--- src/rtl/lsu_pkg.sv ---
`default_nettype none
// +-----------------------------------------------------------------+
// | lsu_pkg : shared encodings for the LSU data-memory master        |
// | Rev 1.0                                                          |
// +-----------------------------------------------------------------+
package lsu_pkg;

    localparam logic [1:0] SZ_B = 2'b00;
    localparam logic [1:0] SZ_H = 2'b01;
    localparam logic [1:0] SZ_W = 2'b10;

    localparam logic WEN_READ  = 1'b1;
    localparam logic WEN_WRITE = 1'b0;

    typedef enum logic [2:0] {
        IDLE    = 3'd0,
        RD_REQ  = 3'd1,
        RD_WAIT = 3'd2,
        WR_REQ  = 3'd3,
        WR_WAIT = 3'd4,
        ERR     = 3'd5
    } lsu_state_e;

    // Size 11 is reserved, so it is treated like a misaligned access.
    function automatic logic access_illegal(input logic [1:0] size, input logic [1:0] lo);
        logic bad;
        case (size)
            SZ_B:    bad = 1'b0;
            SZ_H:    bad = lo[0];
            SZ_W:    bad = (lo != 2'b00);
            default: bad = 1'b1;
        endcase
        return bad;
    endfunction

endpackage
`default_nettype wire

--- src/rtl/lsu_dmem_master_if.sv ---
`default_nettype none
// +-----------------------------------------------------------------+
// | lsu_dmem_master_if : core request/response and memory bus        |
// | Rev 1.0                                                          |
// +-----------------------------------------------------------------+
interface lsu_dmem_master_if #(
    parameter int nbits = 32
);
    logic             req_valid;
    logic             req_ready;
    logic             req_we;
    logic [1:0]       req_size;
    logic             req_unsigned;
    logic [nbits-1:0] req_addr;
    logic [nbits-1:0] req_wdata;
    logic             resp_valid;
    logic [nbits-1:0] resp_rdata;
    logic             resp_err;
    logic             proc_req;
    logic             mem_rdy;
    logic [nbits-1:0] addr;
    logic             wen;
    logic [nbits-1:0] op2mem;
    logic [nbits-1:0] ddata;
    logic             valid;

    modport master (
        input  req_valid, req_we, req_size, req_unsigned, req_addr, req_wdata,
        input  mem_rdy, ddata, valid,
        output req_ready, resp_valid, resp_rdata, resp_err,
        output proc_req, addr, wen, op2mem
    );

    modport slave (
        output req_valid, req_we, req_size, req_unsigned, req_addr, req_wdata,
        output mem_rdy, ddata, valid,
        input  req_ready, resp_valid, resp_rdata, resp_err,
        input  proc_req, addr, wen, op2mem
    );

endinterface
`default_nettype wire

--- src/rtl/lsu_align.sv ---
`default_nettype none
// +-----------------------------------------------------------------+
// | lsu_align : load lane extract/extend and sub-word store merge    |
// | Rev 1.0                                                          |
// +-----------------------------------------------------------------+
module lsu_align
    import lsu_pkg::*;
#(
    parameter int nbits = 32
) (
    input  logic [1:0]       size_i,
    input  logic             unsigned_i,
    input  logic [1:0]       lane_i,
    input  logic [nbits-1:0] rdata_i,
    input  logic [nbits-1:0] wdata_i,
    output logic [nbits-1:0] load_o,
    output logic [nbits-1:0] store_o
);

    logic [4:0]       w_byte_sh;
    logic [4:0]       w_half_sh;
    logic [7:0]       w_byte;
    logic [15:0]      w_half;
    logic [nbits-1:0] w_byte_mask;
    logic [nbits-1:0] w_half_mask;

    assign w_byte_sh   = {lane_i, 3'b000};
    assign w_half_sh   = {lane_i[1], 4'b0000};
    assign w_byte      = rdata_i[w_byte_sh +: 8];
    assign w_half      = rdata_i[w_half_sh +: 16];
    assign w_byte_mask = {{(nbits-8){1'b0}}, 8'hFF} << w_byte_sh;
    assign w_half_mask = {{(nbits-16){1'b0}}, 16'hFFFF} << w_half_sh;

    always_comb begin
        load_o  = rdata_i;
        store_o = wdata_i;
        case (size_i)
            SZ_B: begin
                load_o  = {{(nbits-8){w_byte[7] & ~unsigned_i}}, w_byte};
                store_o = (rdata_i & ~w_byte_mask)
                        | ({{(nbits-8){1'b0}}, wdata_i[7:0]} << w_byte_sh);
            end
            SZ_H: begin
                load_o  = {{(nbits-16){w_half[15] & ~unsigned_i}}, w_half};
                store_o = (rdata_i & ~w_half_mask)
                        | ({{(nbits-16){1'b0}}, wdata_i[15:0]} << w_half_sh);
            end
            default: ;
        endcase
    end

endmodule
`default_nettype wire

--- src/rtl/lsu_dmem_master.sv ---
`default_nettype none
// +-----------------------------------------------------------------+
// | lsu_dmem_master : single-outstanding load/store master with RMW  |
// | Rev 1.0                                                          |
// +-----------------------------------------------------------------+
module lsu_dmem_master
    import lsu_pkg::*;
#(
    parameter int nbits = 32
) (
    input  logic              clk,
    input  logic              rst,
    lsu_dmem_master_if.master bus
);

    lsu_state_e       state_q, state_d;
    logic             we_q, we_d;
    logic [1:0]       size_q, size_d;
    logic             uns_q, uns_d;
    logic [1:0]       lane_q, lane_d;
    logic [nbits-1:0] wdata_q, wdata_d;
    logic [nbits-1:0] addr_q, addr_d;
    logic             wen_q, wen_d;
    logic [nbits-1:0] op2mem_q, op2mem_d;
    logic             resp_valid_q, resp_valid_d;
    logic             resp_err_q, resp_err_d;
    logic [nbits-1:0] resp_rdata_q, resp_rdata_d;

    logic [nbits-1:0] w_load_ext;
    logic [nbits-1:0] w_store_word;

    lsu_align #(.nbits(nbits)) u_align (
        .size_i     (size_q),
        .unsigned_i (uns_q),
        .lane_i     (lane_q),
        .rdata_i    (bus.ddata),
        .wdata_i    (wdata_q),
        .load_o     (w_load_ext),
        .store_o    (w_store_word)
    );

    always_ff @(posedge clk or negedge rst) begin
        if (!rst) begin
            state_q      <= IDLE;
            we_q         <= 1'b0;
            size_q       <= SZ_W;
            uns_q        <= 1'b0;
            lane_q       <= 2'b00;
            wdata_q      <= '0;
            addr_q       <= '0;
            wen_q        <= WEN_READ;
            op2mem_q     <= '0;
            resp_valid_q <= 1'b0;
            resp_err_q   <= 1'b0;
            resp_rdata_q <= '0;
        end else begin
            state_q      <= state_d;
            we_q         <= we_d;
            size_q       <= size_d;
            uns_q        <= uns_d;
            lane_q       <= lane_d;
            wdata_q      <= wdata_d;
            addr_q       <= addr_d;
            wen_q        <= wen_d;
            op2mem_q     <= op2mem_d;
            resp_valid_q <= resp_valid_d;
            resp_err_q   <= resp_err_d;
            resp_rdata_q <= resp_rdata_d;
        end
    end

    always_comb begin
        state_d      = state_q;
        we_d         = we_q;
        size_d       = size_q;
        uns_d        = uns_q;
        lane_d       = lane_q;
        wdata_d      = wdata_q;
        addr_d       = addr_q;
        wen_d        = wen_q;
        op2mem_d     = op2mem_q;
        resp_valid_d = 1'b0;
        resp_err_d   = 1'b0;
        resp_rdata_d = resp_rdata_q;

        case (state_q)
            IDLE: begin
                if (bus.req_valid) begin
                    we_d    = bus.req_we;
                    size_d  = bus.req_size;
                    uns_d   = bus.req_unsigned;
                    lane_d  = bus.req_addr[1:0];
                    wdata_d = bus.req_wdata;
                    if (access_illegal(bus.req_size, bus.req_addr[1:0])) begin
                        state_d = ERR;
                    end else begin
                        addr_d = {bus.req_addr[nbits-1:2], 2'b00};
                        // Only a full-word store can skip the read half of RMW.
                        if (bus.req_we && (bus.req_size == SZ_W)) begin
                            state_d  = WR_REQ;
                            wen_d    = WEN_WRITE;
                            op2mem_d = bus.req_wdata;
                        end else begin
                            state_d = RD_REQ;
                            wen_d   = WEN_READ;
                        end
                    end
                end
            end
            RD_REQ: begin
                if (bus.mem_rdy) state_d = RD_WAIT;
            end
            RD_WAIT: begin
                if (bus.valid) begin
                    if (we_q) begin
                        state_d  = WR_REQ;
                        wen_d    = WEN_WRITE;
                        op2mem_d = w_store_word;
                    end else begin
                        state_d      = IDLE;
                        resp_valid_d = 1'b1;
                        resp_rdata_d = w_load_ext;
                    end
                end
            end
            WR_REQ: begin
                if (bus.mem_rdy) state_d = WR_WAIT;
            end
            WR_WAIT: begin
                if (bus.valid) begin
                    state_d      = IDLE;
                    resp_valid_d = 1'b1;
                    resp_rdata_d = '0;
                end
            end
            ERR: begin
                state_d      = IDLE;
                resp_valid_d = 1'b1;
                resp_err_d   = 1'b1;
                resp_rdata_d = '0;
            end
            default: state_d = IDLE;
        endcase
    end

    assign bus.req_ready  = (state_q == IDLE);
    assign bus.proc_req   = (state_q == RD_REQ) || (state_q == WR_REQ);
    assign bus.addr       = addr_q;
    assign bus.wen        = wen_q;
    assign bus.op2mem     = op2mem_q;
    assign bus.resp_valid = resp_valid_q;
    assign bus.resp_err   = resp_err_q;
    assign bus.resp_rdata = resp_rdata_q;

endmodule
`default_nettype wire

--- src/flat_wrapper.sv ---
// flat-port wrapper written by rule: the top's interface ports become plain ports
module lsu_dmem_master_flat import lsu_pkg::*;
#(
    parameter int nbits = 32
)
  (clk, rst, bus_req_valid, bus_req_we, bus_req_size, bus_req_unsigned, bus_req_addr, bus_req_wdata, bus_mem_rdy, bus_ddata, bus_valid, bus_req_ready, bus_resp_valid, bus_resp_rdata, bus_resp_err, bus_proc_req, bus_addr, bus_wen, bus_op2mem);
  lsu_dmem_master_if #(.nbits(nbits)) bus_i ();
  input  logic clk;
  input  logic rst;
  input wire logic [$bits(bus_i.req_valid)-1:0] bus_req_valid;
  input wire logic [$bits(bus_i.req_we)-1:0] bus_req_we;
  input wire logic [$bits(bus_i.req_size)-1:0] bus_req_size;
  input wire logic [$bits(bus_i.req_unsigned)-1:0] bus_req_unsigned;
  input wire logic [$bits(bus_i.req_addr)-1:0] bus_req_addr;
  input wire logic [$bits(bus_i.req_wdata)-1:0] bus_req_wdata;
  input wire logic [$bits(bus_i.mem_rdy)-1:0] bus_mem_rdy;
  input wire logic [$bits(bus_i.ddata)-1:0] bus_ddata;
  input wire logic [$bits(bus_i.valid)-1:0] bus_valid;
  output wire logic [$bits(bus_i.req_ready)-1:0] bus_req_ready;
  output wire logic [$bits(bus_i.resp_valid)-1:0] bus_resp_valid;
  output wire logic [$bits(bus_i.resp_rdata)-1:0] bus_resp_rdata;
  output wire logic [$bits(bus_i.resp_err)-1:0] bus_resp_err;
  output wire logic [$bits(bus_i.proc_req)-1:0] bus_proc_req;
  output wire logic [$bits(bus_i.addr)-1:0] bus_addr;
  output wire logic [$bits(bus_i.wen)-1:0] bus_wen;
  output wire logic [$bits(bus_i.op2mem)-1:0] bus_op2mem;
  assign bus_i.req_valid = bus_req_valid;
  assign bus_i.req_we = bus_req_we;
  assign bus_i.req_size = bus_req_size;
  assign bus_i.req_unsigned = bus_req_unsigned;
  assign bus_i.req_addr = bus_req_addr;
  assign bus_i.req_wdata = bus_req_wdata;
  assign bus_i.mem_rdy = bus_mem_rdy;
  assign bus_i.ddata = bus_ddata;
  assign bus_i.valid = bus_valid;
  assign bus_req_ready = bus_i.req_ready;
  assign bus_resp_valid = bus_i.resp_valid;
  assign bus_resp_rdata = bus_i.resp_rdata;
  assign bus_resp_err = bus_i.resp_err;
  assign bus_proc_req = bus_i.proc_req;
  assign bus_addr = bus_i.addr;
  assign bus_wen = bus_i.wen;
  assign bus_op2mem = bus_i.op2mem;
  lsu_dmem_master #(.nbits(nbits)) u_core (.clk(clk), .rst(rst), .bus(bus_i));
endmodule
--- config.mk ---
export PLATFORM = sky130hd
export DESIGN_NAME = lsu_dmem_master_flat
export DESIGN_NICKNAME = d
export VERILOG_FILES = /design/src/rtl/lsu_pkg.sv /design/src/rtl/lsu_dmem_master_if.sv /design/src/rtl/lsu_align.sv /design/src/rtl/lsu_dmem_master.sv /design/src/flat_wrapper.sv
export SDC_FILE = /design/constraint.sdc
export NUM_CORES = 1
export LEC_CHECK = 0
export CORE_MARGIN = 2
export CORE_UTILIZATION = 44
export DETAILED_ROUTE_END_ITERATION = 10
export PLACE_DENSITY = 0.77
export SYNTH_ARGS = -nofsm -noshare
export SYNTH_HDL_FRONTEND = slang
export SYNTH_SLANG_ARGS = --single-unit
--- constraint.sdc ---
create_clock -name clk -period 1.8 [get_ports clk]
set_clock_uncertainty 0.1 [all_clocks]
set_input_delay 0.36 -clock clk [delete_from_list [all_inputs] [get_ports clk]]
set_output_delay 0.36 -clock clk [all_outputs]
set_load 0.03 [all_outputs]
==> flow_metrics.py <==
metrics = {
    "status": {
        "status": "finished, violations left",
        "failed_checks": "setup timing",
    },
    "route": {
        "drt_pass1_iterations": 5,
        "drtIter0Drc": 686,
        "via_count": 7066,
        "final_antenna_net_count": 0,
        "wire_per_inst_um": 22.3,
        "drc": 0,
        "viasPerCell": 6.03,
        "drt-total-wl_mm": 26.1,
    },
    "power": {
        "total_leakage_power_nw": 5.07,
        "ir_worst_vdd_v": 0.00111,
        "power_density_mw_per_mm2": 1920,
        "total_power_mw": 22.3,
    },
    "yosys": {
        "yosysWarningCount": 0,
        "ys_seq_area_share_pct": 47.4,
        "ys_types": 57,
        "synth_async_sr_flop_share_pct": 100,
        "ys_ff_latch": 138,
        "synth_edf_count": 0,
        "syn-instance-count": 664,
        "mappedNetlistArea_mm2": 0.00729,
        "synth_flop_cell": "dfrtp_1",
        "synth_area_leaders": "dfrtp_1 (47%), mux2_2 (9.4%), o21ai_0 (3.0%)",
        "synth_top_area_share_pct": 46.7,
        "syn_area_per_cell_um2": 11.0,
        "yosysTopAreaCell": "dfrtp_1",
    },
    "global_routing": {
        "grt-ovfl-total": 0,
        "grt_pass1_vias": 7055,
        "grt_max_degree": 46,
        "antenna_found_initial": 0,
        "grt_pass1_wl_mm": 39.0,
        "grt_use_total_pct": 28.3,
    },
    "worst_setup_path": {
        "critPathKind": "reg -> reg",
        "slowest_delay_ps": 410,
        "startpoint_type": "flop",
        "cp.required_ps": 2010,
        "end_kind": "flop",
        "worstRegToRegCells": 7,
        "reg2reg_slack_ps": -100,
        "rr_endpoint": "u_core.bus.resp_rdata[27]",
        "path_cells": "buf_4 > buf_6 > nor3b_4 > buf_4 > a22oi_4 > buf_12 > a221o_1",
        "r2r-start": "u_core.state_q[2]",
        "critPathArrivalTime_ps": 2110,
        "path_max_fanout": 33,
        "worst_path_most_repeated_cell": "buf_4",
        "cpMaxStageDelayCell": "dfrtp_1",
    },
    "timing": {
        "period_needed_ps": 1900,
        "tightest_slew_ps": 490,
        "relSlewSlack_pct": 67.1,
        "finalSetupViolations": 129,
        "grt_setup_unrepaired": "true",
        "slew_viol_final": 0,
        "period_share_pct": 106,
        "fmax_mhz": 526,
        "setup_ws_ps": -102,
        "hold_viol_final": 0,
    },
    "place": {
        "place.gp.congestion": 0.954,
        "dpl.hpwl_mm": 17.2,
        "portBuffers": 203,
        "post-place-cells": 1111,
    },
    "min_path": {
        "hold_end": "u_core.size_q[1]",
        "hp-class": "in -> reg",
        "hold_start": "bus_req_size[1]",
        "worstHoldPathCells": 3,
    },
    "clocking": {
        "cts.sinks": 138,
        "cts_tree": "yes",
        "clk_pin_slew_ps": 60,
        "cts_buffers": 17,
        "cts_root_buf": "clkbuf_16",
        "h-tree-depth": 4,
        "clockBufferDepth": 2,
        "clk_latency_ps": 430,
    },
    "cells_and_area": {
        "seqCellArea_mm2": 0.00346,
        "drive_gt1_share_pct": 36.0,
        "fin_nets": 1044,
        "area_delta_synth_final_pct": 59.6,
        "final_cells": 1172,
        "n_fill_cell": 1137,
        "multi_input_area_mm2": 0.00410,
        "insertedDiodeCount": 0,
    },
    "die": {
        "initial_core_util_pct": 44.4,
        "core-area_mm2": 0.0164,
        "die_area_mm2": 0.0176,
        "io_pins": 206,
        "die_y_um": 133,
        "rows": 47,
        "dieWidth_um": 133,
    },
    "flow_run": {
        "drv_cap": 0,
    },
}
[sequential cells by signal, summed over array words and instances, names as in the netlist, 2 cells and up]
signal	count
u_core.lane_q	2
u_core.bus.addr	30
u_core.bus.resp_rdata	32
u_core.size_q	2
u_core.wdata_q	32
u_core.state_q	3
u_core.bus.op2mem	32
[metal layers]
metal | global-route usage [%] | part of all wire, % | vias to the layer above
met4 | 10.6 | 3.7 | 0
met5 | 0 | 0 | -
met3 | 8.89 | 10 | 80
met2 | 44.0 | 46 | 448
met1 | 37.4 | 40 | 3498
li1 | - | - | 3040
[cell type report]
type	instances	share of cell area (%)
Clock buffer	19	3.89
Timing Repair Buffer	314	26.7
Inverter	14	0.484
Timing Repair inverter	1	0.0645
Tap cell	220	2.36
Clock inverter	13	1.49
Multi-Input combinational cell	453	35.2
Sequential cell	138	29.7
[metrics by stage]
stage / setup TNS (ps) / cell area [µm²] / utilization, % / hold slack, ps / worst slack, ps
floorplan: -8200 / 7420 / - / -35.6 / -140
global placement: -35210 / 10100 / 61.7 / 200 / -389
detailed placement: -37840 / 10100 / 61.7 / 201 / -431
CTS: -1890 / 11200 / 68.0 / 324 / -115
global route: -15250 / 11600 / 70.9 / 306 / -172
finish: -6690 / 11600 / 70.9 / 293 / -102
[power breakdown]
group | internal (mW) | switching (mW) | leakage, nW
Sequential | 4.60 | 1.30 | 1.69
Clock | 2.38 | 1.39 | 0.308
Combinational | 5.61 | 7.04 | 3.07
Total | 12.6 | 9.73 | 5.07
[timing repair]
item,CTS,global route
resized for setup,193,77
setup buffers,14,6
hold buffers,1,0
endpoints found under the setup margin,202,134
hold endpoints to repair,34,0
cloned,4,5
pin swaps,25,23
[synth_stat cells (8+ instances only)]
cell type / instances
o41ai_1: 9
o21ai_0: 44
clkbuf_1: 27
buf_2: 24
nand3_1: 8
a211oi_1: 18
o31ai_1: 18
a32o_1: 8
mux4_2: 8
nand3b_1: 9
or2_2: 11
dfrtp_1: 136
and3_1: 9
a41oi_1: 8
mux2_2: 61
inv_1: 14
nor2_1: 35
mux2i_1: 16
a21boi_0: 8
nor3_1: 14
nand2_1: 26
nor2b_1: 8
nand2b_1: 11
a21oi_1: 32
a221o_1: 17
[worst max-delay path: cells and delay by family (launching register included)]
family / cells / cell delay [ps]
AND/OR/NAND/NOR: 1 / 220
buffers and inverters: 4 / 600
flip-flops: 1 / 410
AO/OA/AOI/OAI: 2 / 430
[placed cells by master (no fill, tap or decap), types with 7 or more instances in the layout]
cell type,instances
a21oi_1,12
o21ai_0,15
buf_12,16
a21oi_2,20
and3_1,8
buf_6,17
or2_2,10
a221o_1,17
nor2b_1,7
o31ai_2,7
a21boi_0,8
nand3b_1,9
a22o_1,7
o31a_1,7
o211ai_1,7
a211oi_2,8
a211oi_1,8
clkdlybuf4s50_1,102
o2bb2ai_1,7
inv_1,13
a32o_1,8
mux4_2,8
clkbuf_16,21
nand2_1,25
mux2_4,8
nand3_1,8
dfrtp_1,132
nor3_1,7
a41oi_2,8
mux2_2,60
o21ai_2,8
dlygate4sd2_1,96
nor2_1,35
nand2b_1,10
mux2i_1,15
o22ai_1,7
buf_4,72
o21ai_1,16
[worst max-delay path by stage]
stage / start / end / slack [ps] / cells after the start
after floorplan: u_core.state_q[0] / u_core.bus.addr[21] / -140 / 6
after global placement: bus_valid / u_core.bus.resp_rdata[28] / -390 / 7
after detailed placement: bus_valid / u_core.bus.resp_rdata[27] / -430 / 7
after CTS: u_core.state_q[2] / bus_req_ready / -110 / 4
after global routing: u_core.state_q[2] / u_core.bus.resp_rdata[29] / -170 / 7
final: u_core.state_q[2] / u_core.bus.resp_rdata[27] / -100 / 7
[cells by family (layout without fill, tap and decap cells)]
| family | count (synthesis) | after routing | synth area share [%] |
|---|---|---|---|
| flip-flops | 138 | 138 | 47.4 |
| multiplexers | 92 | 92 | 15.2 |
| buffers and inverters | 76 | 361 | 5.20 |
| other | 1 | 2 | 0.0514 |
| AO/OA/AOI/OAI | 209 | 210 | 20.9 |
| AND/OR/NAND/NOR | 148 | 149 | 11.3 |
Power figures use the tool's default switching activity.
